===== src/rtl/brew_sequencer.sv =====
// rtl/brew_sequencer.sv - tea-brew sequencer: crane lower, pour, raise, plate rotate
// All outputs are registered from next-state values so they line up with the state they describe.
module brew_sequencer #(
    parameter int unsigned STEP_DIV    = 100000,
    parameter int unsigned CRANE_STEPS = 512,
    parameter int unsigned PLATE_STEPS = 128,
    parameter int unsigned POUR_UNIT   = 50000000
) (
    input  logic       clk,
    input  logic       rst,
    input  logic       start,
    input  logic       abort,
    input  logic [1:0] cup_size,
    output logic       water_pump,
    output logic [3:0] plate_motor_step,
    output logic [3:0] crane_motor_step,
    output logic [2:0] state_code,
    output logic       busy,
    output logic       done,
    output logic       aborted
);

    localparam int unsigned SW = (STEP_DIV > 1) ? $clog2(STEP_DIV) : 1;
    localparam int unsigned PW = $clog2(CRANE_STEPS + 1);
    localparam int unsigned RW = $clog2(PLATE_STEPS + 1);
    localparam logic [SW-1:0] STEP_LAST  = SW'(STEP_DIV - 1);
    localparam logic [PW-1:0] POS_LAST   = PW'(CRANE_STEPS - 1);
    localparam logic [PW-1:0] POS_ONE    = PW'(1);
    localparam logic [RW-1:0] PLATE_LAST = RW'(PLATE_STEPS - 1);

    typedef enum logic [2:0] {
        S_IDLE   = 3'd0,
        S_LOWER  = 3'd1,
        S_POUR   = 3'd2,
        S_RAISE  = 3'd3,
        S_ROTATE = 3'd4,
        S_DONE   = 3'd5
    } state_t;

    state_t        state_q, state_d;
    logic [SW-1:0] step_cnt_q, step_cnt_d;
    logic [1:0]    phase_q, phase_d;
    logic [PW-1:0] pos_q, pos_d;
    logic [RW-1:0] plate_cnt_q, plate_cnt_d;
    logic [31:0]   pour_cnt_q, pour_cnt_d;
    logic [1:0]    cup_q, cup_d;
    logic          abort_flag_q, abort_flag_d;
    logic          aborted_d;
    logic [3:0]    crane_d, plate_d;
    logic          water_pump_q, busy_q, done_q, aborted_q;
    logic [3:0]    crane_q, plate_q;
    logic [2:0]    state_code_q;
    logic          tick;
    logic [31:0]   pour_last;

    function automatic logic [3:0] fwd_coil(input logic [1:0] idx);
        fwd_coil = 4'b1000 >> idx;
    endfunction

    function automatic logic [3:0] rev_coil(input logic [1:0] idx);
        case (idx)
            2'd0:    rev_coil = 4'b1000;
            2'd1:    rev_coil = 4'b0001;
            2'd2:    rev_coil = 4'b0010;
            default: rev_coil = 4'b0100;
        endcase
    endfunction

    assign tick      = (step_cnt_q == STEP_LAST);
    assign pour_last = 32'(cup_q) * POUR_UNIT - 32'd1;

    always_comb begin
        state_d      = state_q;
        step_cnt_d   = tick ? '0 : step_cnt_q + 1'b1;
        phase_d      = tick ? phase_q + 2'd1 : phase_q;
        pos_d        = pos_q;
        plate_cnt_d  = plate_cnt_q;
        pour_cnt_d   = pour_cnt_q + 32'd1;
        cup_d        = cup_q;
        abort_flag_d = abort_flag_q;
        aborted_d    = 1'b0;
        case (state_q)
            S_IDLE: begin
                abort_flag_d = 1'b0;
                step_cnt_d   = '0;
                phase_d      = '0;
                pour_cnt_d   = '0;
                plate_cnt_d  = '0;
                if (start && cup_size != 2'd0 && !abort) begin
                    cup_d   = cup_size;
                    state_d = S_LOWER;
                end
            end
            S_LOWER: begin
                // Abort wins over a coincident tick: the crane retraces only completed steps.
                if (abort) begin
                    if (pos_q == '0) begin
                        state_d   = S_IDLE;
                        aborted_d = 1'b1;
                    end else begin
                        abort_flag_d = 1'b1;
                        state_d      = S_RAISE;
                        step_cnt_d   = '0;
                        phase_d      = '0;
                    end
                end else if (tick) begin
                    pos_d = pos_q + 1'b1;
                    if (pos_q == POS_LAST) begin
                        state_d    = S_POUR;
                        pour_cnt_d = '0;
                    end
                end
            end
            S_POUR: begin
                if (abort || pour_cnt_q == pour_last) begin
                    abort_flag_d = abort_flag_q | abort;
                    state_d      = S_RAISE;
                    step_cnt_d   = '0;
                    phase_d      = '0;
                end
            end
            S_RAISE: begin
                abort_flag_d = abort_flag_q | abort;
                if (tick) begin
                    pos_d = pos_q - 1'b1;
                    if (pos_q == POS_ONE) begin
                        if (abort_flag_d) begin
                            state_d   = S_IDLE;
                            aborted_d = 1'b1;
                        end else begin
                            state_d     = S_ROTATE;
                            step_cnt_d  = '0;
                            phase_d     = '0;
                            plate_cnt_d = '0;
                        end
                    end
                end
            end
            S_ROTATE: begin
                if (abort) begin
                    state_d   = S_IDLE;
                    aborted_d = 1'b1;
                end else if (tick) begin
                    plate_cnt_d = plate_cnt_q + 1'b1;
                    if (plate_cnt_q == PLATE_LAST) begin
                        state_d = S_DONE;
                    end
                end
            end
            S_DONE:  state_d = S_IDLE;
            default: state_d = S_IDLE;
        endcase
    end

    always_comb begin
        crane_d = 4'b0000;
        plate_d = 4'b0000;
        case (state_d)
            S_LOWER:  crane_d = fwd_coil(phase_d);
            S_RAISE:  crane_d = rev_coil(phase_d);
            S_ROTATE: plate_d = fwd_coil(phase_d);
            default:  ;
        endcase
    end

    always_ff @(posedge clk or posedge rst) begin
        if (rst) begin
            state_q      <= S_IDLE;
            step_cnt_q   <= '0;
            phase_q      <= '0;
            pos_q        <= '0;
            plate_cnt_q  <= '0;
            pour_cnt_q   <= '0;
            cup_q        <= '0;
            abort_flag_q <= 1'b0;
            water_pump_q <= 1'b0;
            crane_q      <= 4'b0000;
            plate_q      <= 4'b0000;
            state_code_q <= 3'd0;
            busy_q       <= 1'b0;
            done_q       <= 1'b0;
            aborted_q    <= 1'b0;
        end else begin
            state_q      <= state_d;
            step_cnt_q   <= step_cnt_d;
            phase_q      <= phase_d;
            pos_q        <= pos_d;
            plate_cnt_q  <= plate_cnt_d;
            pour_cnt_q   <= pour_cnt_d;
            cup_q        <= cup_d;
            abort_flag_q <= abort_flag_d;
            water_pump_q <= (state_d == S_POUR);
            crane_q      <= crane_d;
            plate_q      <= plate_d;
            state_code_q <= state_d;
            busy_q       <= (state_d != S_IDLE);
            done_q       <= (state_d == S_DONE);
            aborted_q    <= aborted_d;
        end
    end

    assign water_pump       = water_pump_q;
    assign crane_motor_step = crane_q;
    assign plate_motor_step = plate_q;
    assign state_code       = state_code_q;
    assign busy             = busy_q;
    assign done             = done_q;
    assign aborted          = aborted_q;

endmodule


===== config.mk =====
export PLATFORM = sky130hd
export DESIGN_NAME = brew_sequencer
export DESIGN_NICKNAME = d
export VERILOG_FILES = /design/src/rtl/brew_sequencer.sv
export SDC_FILE = /design/constraint.sdc
export NUM_CORES = 1
export LEC_CHECK = 0
export ABC_AREA = 1
export ABC_CLOCK_PERIOD_IN_PS = 4100
export CORE_MARGIN = 2
export CORE_UTILIZATION = 55
export DETAILED_ROUTE_END_ITERATION = 8
export DONT_BUFFER_PORTS = 1
export GPL_TIMING_DRIVEN = 0
export PLACE_DENSITY = 0.7
export SLEW_MARGIN = 0
export SYNTH_ARGS = -nofsm -noshare
export SYNTH_HDL_FRONTEND = slang
export SYNTH_SLANG_ARGS = --single-unit

===== constraint.sdc =====
create_clock -name clk -period 4.1 [get_ports clk]
set_input_delay 1.23 -clock clk [delete_from_list [all_inputs] [get_ports clk]]
set_output_delay 1.23 -clock clk [all_outputs]
set_load 0.02 [all_outputs]

==> key figures <==
Outcome
  – Outcome: finished clean

Place
  – Routability-driven placement congestion ratio: 0.937
  – Placed wire-length estimate: 7990 µm
  – Area after DPL: 0.00518 mm²
  – Port-buffer cells: 0

Synth
  – Synth unique cells: 43
  – Post-synth top area cell: dfrtp_1
  – Post-synth design cell area: 0.00502 mm²
  – #FFs+latches synth: 87
  – Top post-synthesis cells by area: dfrtp_1, nand2_1, nor2_1, inv_1, xor2_1
  – Sequential-to-total area share from yosys stat: 0.434
  – Post-synth ARST share: 1.00
  – Number of synthesized flops with an enable pin: 0
  – Synthesized area per cell: 7.74 µm²
  – Syn_nets: 665
  – Post-Syn Instances: 648
  – Area share of the largest cell type after synthesis: 0.434
  – Yosys warns: 0
  – Top_reg_cell synth: dfrtp_1

Global routing
  – Vias in the first global route: 4073
  – Remaining Overflow, GRT: 0
  – Global-route wire length before repair: 18500 µm
  – Largest net degree at the start of global routing: 53
  – Initial antenna violation count: 0
  – GRT Total Usage: 0.232

Routing
  – Mean routed wirelength per cell: 14.0 µm
  – Via density: 5.39
  – Via count: 4164
  – DRC viols: 0
  – DRT iter0 DRCs: 239
  – Routed Antenna Nets: 0
  – First-pass DRT Iterations: 5
  – Total wire length: 10800 µm

Setup path
  – CP Capture Type: register
  – CP top delay family: simple AND/OR/NAND/NOR gates
  – Data required, critical path: 4340 ps
  – Worst path slowest cell: dfrtp_1
  – CP peak stage delay: 440 ps
  – Bufs and invs on worst path: 2
  – Crit path arrival time: 2760 ps
  – WS Path Type: reg2reg
  – Critical path launch point type: register
  – Max FO, Critical Path: 6
  – CP cell instances: inv_1 -> ha_1 -> nand2_1 -> o21ai_0 -> nand3_1 -> nor2_1 -> nand3_1 -> nand3_1 -> nand2_1 -> nor2_1 -> inv_1 -> nand2_1 -> nor2_1

STA
  – Worst-margin pin slew: 683 ps
  – Min Tclk post-route: 2520 ps
  – Final Max Tran Viols: 0
  – Setup violators final: 0
  – Unrepaired setup endpoints after global routing: no
  – Fin Setup TNS: 0 ps
  – Relative slew slack: 0.541
  – Final Hold Fails: 0
  – Final Cycle Share: 0.614
  – Peak Freq: 397 MHz
  – Clock skew: 10.5 ps

Die
  – Die span in x: 99.5 µm
  – Placeable core area: 0.00876 mm²
  – # rows: 34
  – Die area: 0.00990 mm²
  – Die Y: 99.5 µm
  – I/O Pins: 21
  – Starting Density: 0.573

Clock tree
  – Clock Sinks: 87
  – Clock latency on the worst-skew pair: 360 ps
  – Root Buffer: clkbuf_8
  – CTS resizes: 0
  – Clock Path Buffers: 2
  – CTS tree: yes
  – Htree depth: 3
  – Post-CTS Hold Fix Bufs: 0
  – Post-CTS setup repair buffer count: 0
  – Worst-path clk slew: 90 ps
  – CTS Buf Count: 9

Finish
  – Layout Nets: 677
  – Antenna Cells: 0
  – Layout Utilization: 0.619
  – Fill count: 770
  – Share of cells above drive strength 1: 0.101
  – Area grow syn2layout: 8.03%
  – Final instance area: 0.00542 mm²

Run
  – MaxCap Viol Count: 0

Hold path
  – Hold Crit Class: reg2reg

Power
  – Power Dens Cells: 455 mW/mm²
  – Leak: 2.67 nW
  – VDD IR-drop max: 317 µV
==> cell families after synthesis <==
| group | Yosys count | share of synthesized area |
|---|---|---|
| compound gates | 56 | 0.0636 |
| xor+xnor | 39 | 0.0681 |
| fa+ha+maj | 11 | 0.0274 |
| buf+inv | 103 | 0.0805 |
| flops | 87 | 0.434 |
| simple gates | 352 | 0.326 |
==> final timing paths <==
check | start | endpoint | slack [ps] | cells after the start
worst max-delay path | cup_q[0] | step_cnt_q[7] | 1580 | 13
worst min-delay path | step_cnt_q[0] | step_cnt_q[0] | 470 | 1
worst max register to register | cup_q[0] | step_cnt_q[7] | 1580 | 13
worst min register to register | step_cnt_q[0] | step_cnt_q[0] | 470 | 1
max in group asynchronous | rst | water_pump | 2730 | 2
min in group asynchronous | rst | pour_cnt_q[0] | 760 | 1
==> power by group <==
| part | switching [mW] | internal (mW) | total, mW |
|---|---|---|---|
| Combinational | 0.486 | 0.209 | 0.695 |
| Clock | 0.318 | 0.407 | 0.725 |
| Sequential | 0.102 | 0.943 | 1.05 |
==> cells in the final DEF (no fill, tap or decap), types with 3 or more instances in the layout <==
cell type  count
nand3_2        5
nand3_1       36
clkbuf_8       9
xnor2_1        7
inv_1         87
ha_1          11
nand3b_1       3
nand2_1      138
nor3_1        21
nand2_2        4
bufinv_16      3
a21oi_1       15
nor3_2         4
o211ai_1       3
buf_2          5
o21ai_0       24
inv_2          6
dfrtp_1       87
xor2_1        32
nor2_2        10
nor2_4         7
nand4_1       11
o21ai_1        3
nor2_1       101
==> stage by stage <==
step / hold slack, ps / setup WS [ps] / total power, mW / instances
2_1_floorplan: 433 / 620 / 1.58 / 648
3_3_place_gp: 452 / -336 / 1.72 / 756
3_5_place_dp: 464 / 1630 / 1.76 / 757
4_1_cts: 475 / 1660 / 2.49 / 773
5_1_grt: 512 / 1470 / 2.63 / 773
6_report: 475 / 1580 / 2.47 / 773
==> metal layers <==
layer / global-route usage / share of wire / vias to the layer above
li1: - / - / 2063
met1: 0.314 / 0.47 / 1977
met2: 0.378 / 0.47 / 104
met3: 0.0471 / 0.048 / 20
met4: 0.0780 / 0.020 / 0
met5: 0 / 0 / -
==> synth_stat cells (3+ instances only) <==
master / number
nand2_1: 138
nor2_1: 101
inv_1: 88
dfrtp_1: 87
nand3_1: 36
xor2_1: 32
o21ai_0: 24
nor3_1: 21
a21oi_1: 15
ha_1: 11
nand4_1: 11
nor2_2: 10
nor2_4: 7
xnor2_1: 7
inv_2: 6
buf_2: 5
nand3_2: 5
nand2_2: 4
nor3_2: 4
nand3b_1: 3
o211ai_1: 3
o21ai_1: 3
==> registers in the layout, summed over array words and instances, names as in the netlist <==
name,flops
abort_flag_q,1
aborted,1
busy,1
crane_motor_step,4
cup_q,2
done,1
phase_q,2
plate_cnt_q,8
plate_motor_step,4
pos_q,10
pour_cnt_q,32
state_code,3
step_cnt_q,17
water_pump,1
==> worst reg2reg max path, stage by stage, from the launching register on <==
cell and delay, ps:
dfrtp_1 440, inv_1 170, ha_1 310, nand2_1 70, o21ai_0 130, nand3_1 110
nor2_1 110, nand3_1 180, nand3_1 150, nand2_1 120, nor2_1 230, inv_1 100
nand2_1 210, nor2_1 70
==> layout make-up <==
type | instances | area [µm²] | area share
repair buffers | 1 | 27.5 | 0.00508
multi-input cells | 458 | 2440 | 0.449
plain buffers | 7 | 43.8 | 0.00808
clock inverters | 5 | 106 | 0.0196
inverters | 96 | 363 | 0.0669
well taps | 108 | 135 | 0.0249
flip-flops and latches | 87 | 2180 | 0.402
clock buffers | 11 | 131 | 0.0242
No activity file was read; power rests on OpenSTA's default activity.
